`src/rtl/telemetry_pkg.sv`:
```
`default_nettype none
// +----------------------------------------------------------------------+
// | telemetry_pkg : shared framing constants and state types             |
// | Revision      : 1.0                                                  |
// +----------------------------------------------------------------------+
package telemetry_pkg;

    localparam logic [7:0] HDR         = 8'hA5;
    localparam logic [7:0] TYPE_ALARM  = 8'h01;
    localparam logic [7:0] TYPE_DIST   = 8'h02;
    localparam logic [7:0] TYPE_MOTION = 8'h03;

    localparam logic [3:0] LEN_ALARM   = 4'd4;
    localparam logic [3:0] LEN_DIST    = 4'd11;
    localparam logic [3:0] LEN_MOTION  = 4'd6;

    localparam int MAX_LEN = 11;

    typedef enum logic [1:0] {
        S_IDLE = 2'd0,
        S_LOAD = 2'd1,
        S_SEND = 2'd2,
        S_GAP  = 2'd3
    } state_t;

    typedef enum logic [1:0] {
        SRC_ALARM  = 2'd0,
        SRC_DIST   = 2'd1,
        SRC_MOTION = 2'd2
    } src_t;

endpackage
`default_nettype wire

```
`src/rtl/telemetry_tx_sched_tick_counter.sv`:
```
`default_nettype none
// +----------------------------------------------------------------------+
// | tick_counter : counts 0..LEN-1 while enabled, wrap pulse on last     |
// | Revision     : 1.0                                                   |
// +----------------------------------------------------------------------+
module tick_counter #(
    parameter int LEN = 2
) (
    input  logic clk,
    input  logic rst_n,
    input  logic en_i,
    output logic wrap_o
);

    localparam int              W    = (LEN > 1) ? $clog2(LEN) : 1;
    localparam logic [W-1:0]    LAST = W'(LEN - 1);

    logic [W-1:0] cnt_q;

    // Dropping the enable parks the count at zero so the next run is a full interval.
    always_ff @(posedge clk or negedge rst_n) begin
        if (!rst_n) begin
            cnt_q <= '0;
        end else if (!en_i) begin
            cnt_q <= '0;
        end else if (cnt_q == LAST) begin
            cnt_q <= '0;
        end else begin
            cnt_q <= cnt_q + W'(1);
        end
    end

    assign wrap_o = en_i && (cnt_q == LAST);

endmodule
`default_nettype wire

```
`src/rtl/telemetry_tx_sched.sv`:
```
`default_nettype none
// +----------------------------------------------------------------------+
// | telemetry_tx_sched : arbitrates alarm/distance/motion frames onto    |
// |                      the shared UART transmitter                     |
// | Revision           : 1.0                                             |
// +----------------------------------------------------------------------+
module telemetry_tx_sched
    import telemetry_pkg::*;
#(
    parameter int PERIOD   = 5_000_000,
    parameter int BYTE_GAP = 57_300
) (
    input  logic        clk,
    input  logic        rst_n,
    input  logic        en_i,
    input  logic [7:0]  close_flag_i,
    input  logic [12:0] dist_f_i,
    input  logic [12:0] dist_b_i,
    input  logic [12:0] dist_l_i,
    input  logic [12:0] dist_r_i,
    input  logic [15:0] car_speed_i,
    input  logic [3:0]  state_ctrl_i,
    output logic [7:0]  tx_din_o,
    output logic        tx_vld_o,
    output logic        busy_o,
    output logic        frame_done_o
);

    state_t      state_q;
    src_t        sel_q;
    logic [7:0]  last_alarm_q;
    logic        pend_dist_q, pend_dist_d;
    logic        pend_motion_q, pend_motion_d;
    logic [3:0]  idx_q;
    logic [3:0]  len_q;
    logic [7:0]  frame_q [0:MAX_LEN-1];
    logic [7:0]  frame_d [0:MAX_LEN-1];
    logic [3:0]  len_d;
    logic [7:0]  chk;
    logic [7:0]  tx_din_q;
    logic        tx_vld_q;
    logic        frame_done_q;

    logic        period_tick;
    logic        gap_wrap;
    logic        alarm_req;
    logic [3:0]  next_idx;

    tick_counter #(.LEN(PERIOD)) u_period (
        .clk    (clk),
        .rst_n  (rst_n),
        .en_i   (en_i),
        .wrap_o (period_tick)
    );

    tick_counter #(.LEN(BYTE_GAP - 1)) u_gap (
        .clk    (clk),
        .rst_n  (rst_n),
        .en_i   (state_q == S_GAP),
        .wrap_o (gap_wrap)
    );

    assign alarm_req = (close_flag_i != last_alarm_q);
    assign next_idx  = idx_q + 4'd1;

    // A tick landing on the LOAD that clears the same flag keeps it pending.
    always_comb begin
        pend_dist_d   = (pend_dist_q && !(state_q == S_LOAD && sel_q == SRC_DIST))
                        || period_tick;
        pend_motion_d = (pend_motion_q && !(state_q == S_LOAD && sel_q == SRC_MOTION))
                        || period_tick;
    end

    always_comb begin
        for (int i = 0; i < MAX_LEN; i++) begin
            frame_d[i] = 8'h00;
        end
        len_d      = LEN_ALARM;
        chk        = 8'h00;
        frame_d[0] = HDR;
        case (sel_q)
            SRC_DIST: begin
                len_d       = LEN_DIST;
                frame_d[1]  = TYPE_DIST;
                frame_d[2]  = {3'b000, dist_f_i[12:8]};
                frame_d[3]  = dist_f_i[7:0];
                frame_d[4]  = {3'b000, dist_b_i[12:8]};
                frame_d[5]  = dist_b_i[7:0];
                frame_d[6]  = {3'b000, dist_l_i[12:8]};
                frame_d[7]  = dist_l_i[7:0];
                frame_d[8]  = {3'b000, dist_r_i[12:8]};
                frame_d[9]  = dist_r_i[7:0];
            end
            SRC_MOTION: begin
                len_d       = LEN_MOTION;
                frame_d[1]  = TYPE_MOTION;
                frame_d[2]  = car_speed_i[15:8];
                frame_d[3]  = car_speed_i[7:0];
                frame_d[4]  = {4'b0000, state_ctrl_i};
            end
            default: begin
                frame_d[1]  = TYPE_ALARM;
                frame_d[2]  = close_flag_i;
            end
        endcase
        // Unused slots are still zero here, so summing every slot past the header is exact.
        for (int i = 1; i < MAX_LEN; i++) begin
            chk = chk + frame_d[i];
        end
        frame_d[len_d - 4'd1] = chk;
    end

    always_ff @(posedge clk or negedge rst_n) begin
        if (!rst_n) begin
            state_q       <= S_IDLE;
            sel_q         <= SRC_ALARM;
            last_alarm_q  <= 8'h00;
            pend_dist_q   <= 1'b0;
            pend_motion_q <= 1'b0;
            idx_q         <= 4'd0;
            len_q         <= 4'd0;
            tx_din_q      <= 8'h00;
            tx_vld_q      <= 1'b0;
            frame_done_q  <= 1'b0;
            for (int i = 0; i < MAX_LEN; i++) begin
                frame_q[i] <= 8'h00;
            end
        end else begin
            pend_dist_q   <= pend_dist_d;
            pend_motion_q <= pend_motion_d;
            tx_vld_q      <= 1'b0;
            frame_done_q  <= 1'b0;
            case (state_q)
                S_IDLE: begin
                    if (alarm_req) begin
                        sel_q   <= SRC_ALARM;
                        state_q <= S_LOAD;
                    end else if (pend_dist_q) begin
                        sel_q   <= SRC_DIST;
                        state_q <= S_LOAD;
                    end else if (pend_motion_q) begin
                        sel_q   <= SRC_MOTION;
                        state_q <= S_LOAD;
                    end
                end
                S_LOAD: begin
                    frame_q  <= frame_d;
                    len_q    <= len_d;
                    idx_q    <= 4'd0;
                    if (sel_q == SRC_ALARM) begin
                        last_alarm_q <= close_flag_i;
                    end
                    tx_vld_q <= 1'b1;
                    tx_din_q <= HDR;
                    state_q  <= S_SEND;
                end
                S_SEND: begin
                    state_q <= S_GAP;
                end
                S_GAP: begin
                    if (gap_wrap) begin
                        if (idx_q < len_q - 4'd1) begin
                            idx_q    <= next_idx;
                            tx_vld_q <= 1'b1;
                            tx_din_q <= frame_q[next_idx];
                            state_q  <= S_SEND;
                        end else begin
                            frame_done_q <= 1'b1;
                            state_q      <= S_IDLE;
                        end
                    end
                end
                default: begin
                    state_q <= S_IDLE;
                end
            endcase
        end
    end

    assign tx_din_o     = tx_din_q;
    assign tx_vld_o     = tx_vld_q;
    assign busy_o       = (state_q != S_IDLE);
    assign frame_done_o = frame_done_q;

endmodule
`default_nettype wire

```
`config.mk`:
```
export PLATFORM = sky130hd
export DESIGN_NAME = telemetry_tx_sched
export DESIGN_NICKNAME = d
export VERILOG_FILES = /design/src/rtl/telemetry_pkg.sv /design/src/rtl/telemetry_tx_sched_tick_counter.sv /design/src/rtl/telemetry_tx_sched.sv
export SDC_FILE = /design/constraint.sdc
export NUM_CORES = 1
export LEC_CHECK = 0
export ABC_AREA = 1
export BUFFER_PORTS_ARGS = -buffer_cell sky130_fd_sc_hd__buf_2
export CORE_MARGIN = 2
export CORE_UTILIZATION = 35
export DETAILED_ROUTE_END_ITERATION = 10
export GPL_TIMING_DRIVEN = 0
export PLACE_DENSITY = 0.53
export SLEW_MARGIN = 20
export SYNTH_ARGS = -nofsm -noshare
export SYNTH_HDL_FRONTEND = slang
export SYNTH_SLANG_ARGS = --single-unit
```
`constraint.sdc`:
```
create_clock -name clk -period 6.6 [get_ports clk]
set_input_delay 1.32 -clock clk [delete_from_list [all_inputs] [get_ports clk]]
set_output_delay 1.32 -clock clk [all_outputs]
set_load 0.01 [all_outputs]
```
Word-level counts from Yosys, hierarchy flattened
Cells that the tools add are included.
Widths: inputs -> output; s select.
{ "classes": {"mux": 35, "n_reduce_logical": 20, "add_sub_neg": 13, "order_cmp": 4, "n_eq_ne": 11, "n_bitwise": 2} }
{ "ops": {"columns": ["op", "n"], "rows": [
  ["$bwmux 88", 1],
  ["$add 8x8->8", 8],
  ["$mux 23", 2],
  ["$mux 40", 1],
  ["$mux 8", 5],
  ["$bmux 8 s4", 1],
  ["$demux 8 s4", 1],
  ["$mux 16", 2],
  ["$pmux 16 s2", 1],
  ["$add 23x1->23 const B", 1],
  ["$eq 23x23->1 const B", 1],
  ["$pmux 10 s2", 1],
  ["$add 16x1->16 const B", 1],
  ["$eq 16x16->1 const B", 1],
  ["$mux 2", 8],
  ["$pmux 4 s2", 2],
  ["$pmux 8 s2", 1],
  ["$ge 5x5->1 const B", 2],
  ["$not 4->5", 2],
  ["$mux 4", 2],
  ["$ne 8x8->1", 1],
  ["$pmux 2 s4", 1],
  ["$sub 4x1->4 const B", 2],
  ["$logic_and 1x1->1", 7],
  ["16 further kinds", 30]
]} }
{ "word_totals": {"register_bits": 159, "output_inout_bits": 11, "inputBits": 83, "wordCells": 108} }

Logic depth before layout (Yosys ltp)
{ "logic_depth": {"ltp_word": 11, "mapped_depth": 27, "depth_no_buf": 25} }

Modules after synthesis
From an unflattened synthesis, not the netlist that was laid out.
{ "hier_totals": {"cells_unflattened": 1203, "hier_area_um2": 9659.3} }
{ "modules_own_cells": {"columns": ["module", "area_each_um2", "seq_area_each_um2", "cells_per_inst", "instances"], "rows": [
  ["telemetry_tx_sched", 7348.3, 2952.8, 899, 1],
  ["tick_counter at u_period", 1400.1, 575.6, 184, 1],
  ["tick_counter at u_gap", 910.9, 400.4, 120, 1]
]} }

Worst setup path before layout
Ideal clock, no wire load.
{ "synth_timing": {"path_kind": "input-to-reg", "start": "in dist_r_i[12]", "end": "reg frame_q[87] (netlist bit)", "arrival_ns": 4.782, "setup_time_ns": 0.117, "slack_ns": 1.701, "stages": 19, "n_path_buf": 0, "path_cell_list": "nand2_1 > inv_1 > fa_1 > fa_1 > fa_1 > inv_1 > fa_1 > inv_1 > ha_1 > a21oi_1 > nand2_1 > nand2_1 > nand2_1 > a21oi_1 > inv_1 > nand3_1 > nand2_2 > o21ai_1 > inv_1"} }
{ "synth_between": {"elab_chain_len": 4} }
{ "synth_lines": {"columns": ["element", "line", "rtl"], "rows": [
  ["start: declaration", "telemetry_tx_sched.sv:20", "input logic [12:0] dist_r_i,"],
  ["$mux 40", "telemetry_tx_sched.sv:81", "case (sel_q)"],
  ["$add 8x8->8 (2 in a row)", "telemetry_tx_sched.sv:108", "chk = chk + frame_d[i];"],
  ["$bwmux 88", "telemetry_tx_sched.sv:110", "frame_d[len_d - 4'd1] = chk;"],
  ["end signal: assignment", "telemetry_tx_sched.sv:147", "frame_q <= frame_d;"],
  ["end: declaration", "telemetry_tx_sched.sv:36", "logic [7:0] frame_q [0:MAX_LEN-1];"]
]} }
Every way passes these cells.
A chain may end at the register's enable or synchronous reset.

Final worst setup path
{ "layout_timing": {"start": "reg sel_q[1]", "end": "reg frame_q[21] (netlist bit)"} }
{ "layout_between": {"elab_chain_len": 11} }
{ "layout_lines": {"columns": ["element", "line", "rtl"], "rows": [
  ["start: declaration", "telemetry_tx_sched.sv:30", "src_t sel_q;"],
  ["start signal: assignment", "telemetry_tx_sched.sv:116", "sel_q <= SRC_ALARM;"],
  ["start signal: assignment", "telemetry_tx_sched.sv:136", "sel_q <= SRC_ALARM;"],
  ["start signal: assignment", "telemetry_tx_sched.sv:139", "sel_q <= SRC_DIST;"],
  ["$eq 2x2->1 / $eq 2x1->1 (equally long branches)", "telemetry_tx_sched.sv:81", null],
  ["$pmux 10 s2", "telemetry_tx_sched.sv:81", null],
  ["$add 8x8->8 (8 in a row)", "telemetry_tx_sched.sv:108", null],
  ["$bwmux 88 (*)", "telemetry_tx_sched.sv:110", null]
]} }
Every way passes the cells marked *; elsewhere a longest branch is shown, timed or not.

==> impl_metrics.json <==
{
  "status": "completed",
  "ir_worst_vdd_mv": 0.1133,
  "startpoint_type": "register",
  "pin_count": 94,
  "max_clock_freq_ghz": 0.1703,
  "grt_pass1_vias": 8237,
  "place_area_sq_um": 10380,
  "relSlewSlack_pct": 32.45,
  "grt_use_met2_pct": 32.10,
  "cts_resized": 0,
  "use_met1_pct": 31.18,
  "cts.clk_slew.worst_paths_ps": 70,
  "grt_max_degree": 83,
  "final_nets": 1438,
  "routed_wl_microns": 29490,
  "antenna_found_initial": 0,
  "antenna_cells": 0,
  "clock_insertion_delay_worst_skew_ps": 440,
  "overflow": 0,
  "worstSetupPathType": "register to register",
  "post-cts-setup-buffer-count": 0,
  "port_buffers": 93,
  "route.detailed.drc": 0,
  "grt_pass1_wl_microns": 46870,
  "netlist-cell-type-count": 41,
  "crit_path_end_kind": "register",
  "start_util_pct": 35.37,
  "slowest_stage": "xor2_1",
  "fin_tns_setup_ps": 0,
  "vias": 8428,
  "period_share_pct": 88.99,
  "drv_cap": 0,
  "required_ps": 6950,
  "postRouteAntennaNets": 0,
  "setup_violations": 0,
  "viasPerCell": 5.102,
  "powerDensity_nw_per_um2": 191.9,
  "clockRootBuffer": "clkbuf_16",
  "critical-path-top-delay-family": "adder cells",
  "path_max_fanout": 10,
  "syn_to_final_growth_pct": 16.08,
  "grt_setup_unrepaired": "false",
  "die_w_microns": 168.3,
  "hp-class": "register to register",
  "final_area_sq_um": 10970,
  "synth_seq_cells": 157,
  "leakage_nw": 5.356,
  "cts_tree": "done",
  "place.gp.congestion": 0.8824,
  "crit_chain": "inv_1 > ha_1 > buf_4 > buf_2 > buf_1 > nand2_1 > inv_1 > fa_1 > fa_1 > fa_1 > inv_1 > fa_1 > inv_1 > ha_1 > a21oi_1 > nand2_1 > xor2_1 > nand2_1 > o21ai_0",
  "arrival_ps": 6230,
  "grt_use_total_pct": 21.62,
  "cts_max_level": 4,
  "placeableCoreArea_sq_um": 26730,
  "top_usage_layer": "met2",
  "syn_area_sq_um": 9453,
  "ctsHoldBuffers": 0,
  "hold-worst-slack_ps": 475.5,
  "yosysSeqAreaShare_pct": 41.56,
  "die_area_sq_um": 28340,
  "hpwl_microns": 22490,
  "drtPass1Iterations": 5,
  "wl_per_cell_microns": 17.85,
  "numCtsBuffers": 17,
  "met3_usage_pct": 5.900,
  "die_h_microns": 168.3,
  "slew_viol_final": 0,
  "fin_crit_ps": 5873,
  "synth_nets": 1325,
  "worstMarginPinSlew_ps": 1006,
  "drt-initial-drc-count": 632,
  "avgSynthCellArea_sq_um": 7.977,
  "cts_buffer_depth": 2,
  "finalHoldViolCount": 0,
  "synthCells": 1185,
  "yosys_warnings": 0,
  "clock_skew_ps": 13.99,
  "rows": 60,
  "critPathMaxStageDelay_ps": 610,
  "crit_buf_inv": 7,
  "drive_above_1_share_pct": 13.12,
  "fill_cells": 2821,
  "cts_sinks": 157
}
-- synth_stat cells, drive strengths merged --
cell type	instances	share of area [%]
dfrtp	157	42
a221oi	4	0.37
nor3b	3	0.24
a21o	2	0.16
a21oi	70	3.7
o21ai	122	6.5
a22oi	18	1.4
a2bb2oi	1	0.093
nand3	39	2.2
nor3	23	1.4
o211ai	15	1.2
xnor2	9	0.83
clkinv	1	0.040
o21a	2	0.16
a22o	3	0.28
nand2	258	10
ha	20	2.6
buf	24	1.4
xor2	12	1.1
a31oi	8	0.53
o221ai	5	0.46
clkbuf	21	0.83
nor2	101	4.5
o22ai	17	1.1
fa	37	7.8
nor4	8	0.53
inv	189	7.5
nand4	14	0.99
or2	1	0.066
o22a	1	0.093
-- state kept, by name, summed over array words and instances, names as in the netlist --
| register | flops |
|---|---|
| frame_q | 87 |
| last_alarm_q | 8 |
| tx_din_o | 8 |
| tx_vld_o | 1 |
| frame_done_o | 1 |
| len_q | 3 |
| u_gap.cnt_q | 16 |
| sel_q | 2 |
| state_q | 2 |
| idx_q | 4 |
| u_period.cnt_q | 23 |
| pend_dist_q | 1 |
| pend_motion_q | 1 |
-- logic make-up after synthesis --
kind of cell | Yosys count | synth area share [%]
adder cells (fa/ha/maj) | 57 | 10.48
buffers and inverters | 235 | 9.742
AO/OA/AOI/OAI | 268 | 16.06
AND/OR/NAND/NOR | 447 | 20.21
flip-flops | 157 | 41.56
XOR/XNOR | 21 | 1.946
-- area by class of cell --
cell class	count	area, sq um	area share (%)
multi-input cells	793	4603	41.95
flip-flops and latches	157	3929	35.80
inverters	190	713.2	6.499
repair buffers	94	503.0	4.584
well taps	341	426.7	3.888
clock buffers	17	425.4	3.877
plain buffers	45	207.7	1.893
clock inverters	15	165.2	1.505
-- final timing paths --
kind,from,cells past startpoint,endpoint,slack [ps]
setup / recovery,sel_q[1],19,frame_q[21],730
hold / removal,tx_din_o[7],2,tx_din_o[7],480
setup reg to reg,sel_q[1],19,frame_q[21],730
hold reg to reg,tx_din_o[7],2,tx_din_o[7],480
max in group asynchronous,rst_n,2,u_gap.cnt_q[3],4880
min in group asynchronous,rst_n,1,last_alarm_q[2],850
-- metal layers --
| metal | vias up | wire, microns |
|---|---|---|
| li1 | 4074 | - |
| met1 | 4072 | 14010 |
| met2 | 251 | 12820 |
| met3 | 31 | 2151 |
| met4 | 0 | 519 |
| met5 | - | 0 |
-- tightest hold or removal path: cells and delay by family, from the launching register on --
family,cells,cell delay (ps)
simple gates,2,100
flops,1,340
-- power breakdown --
group | internal, W | leakage (nW) | switching (W) | total, W
clock | 0.000541 | 0.287 | 0.000467 | 0.00101
sequential | 0.000974 | 2.04 | 0.00000732 | 0.000981
combinational | 0.0000430 | 3.03 | 0.0000738 | 0.000117
total | 0.00156 | 5.36 | 0.000548 | 0.00211
-- through the flow --
stage	setup slack [ps]	total power (W)	util (%)	std cells
2_1_floorplan	1701	0.001046	-	1185
3_3_place_gp	821.8	0.001114	38.71	1619
3_5_place_dp	792.8	0.001117	38.85	1620
4_1_cts	748.1	0.002123	41.06	1652
5_1_grt	395.3	0.002178	41.06	1652
6_report	726.5	0.002106	41.06	1652
-- placed cells by master, fill, tap and decap left out, drive strengths merged, types with 3 or more instances in the layout --
cell type,netlist,layout
nand2,258,258
inv,189,199
dfrtp,157,157
o21ai,122,122
buf,24,118
nor2,101,101
a21oi,70,70
nand3,39,39
clkbuf,21,38
fa,37,37
nor3,23,23
ha,20,20
a22oi,18,18
o22ai,17,17
o211ai,15,15
nand4,14,14
xor2,12,12
xnor2,9,9
nor4,8,8
a31oi,8,8
o221ai,5,5
a221oi,4,4
nor3b,3,3
a22o,3,3
clkinv,1,3
(Power assumes the default switching activity.)
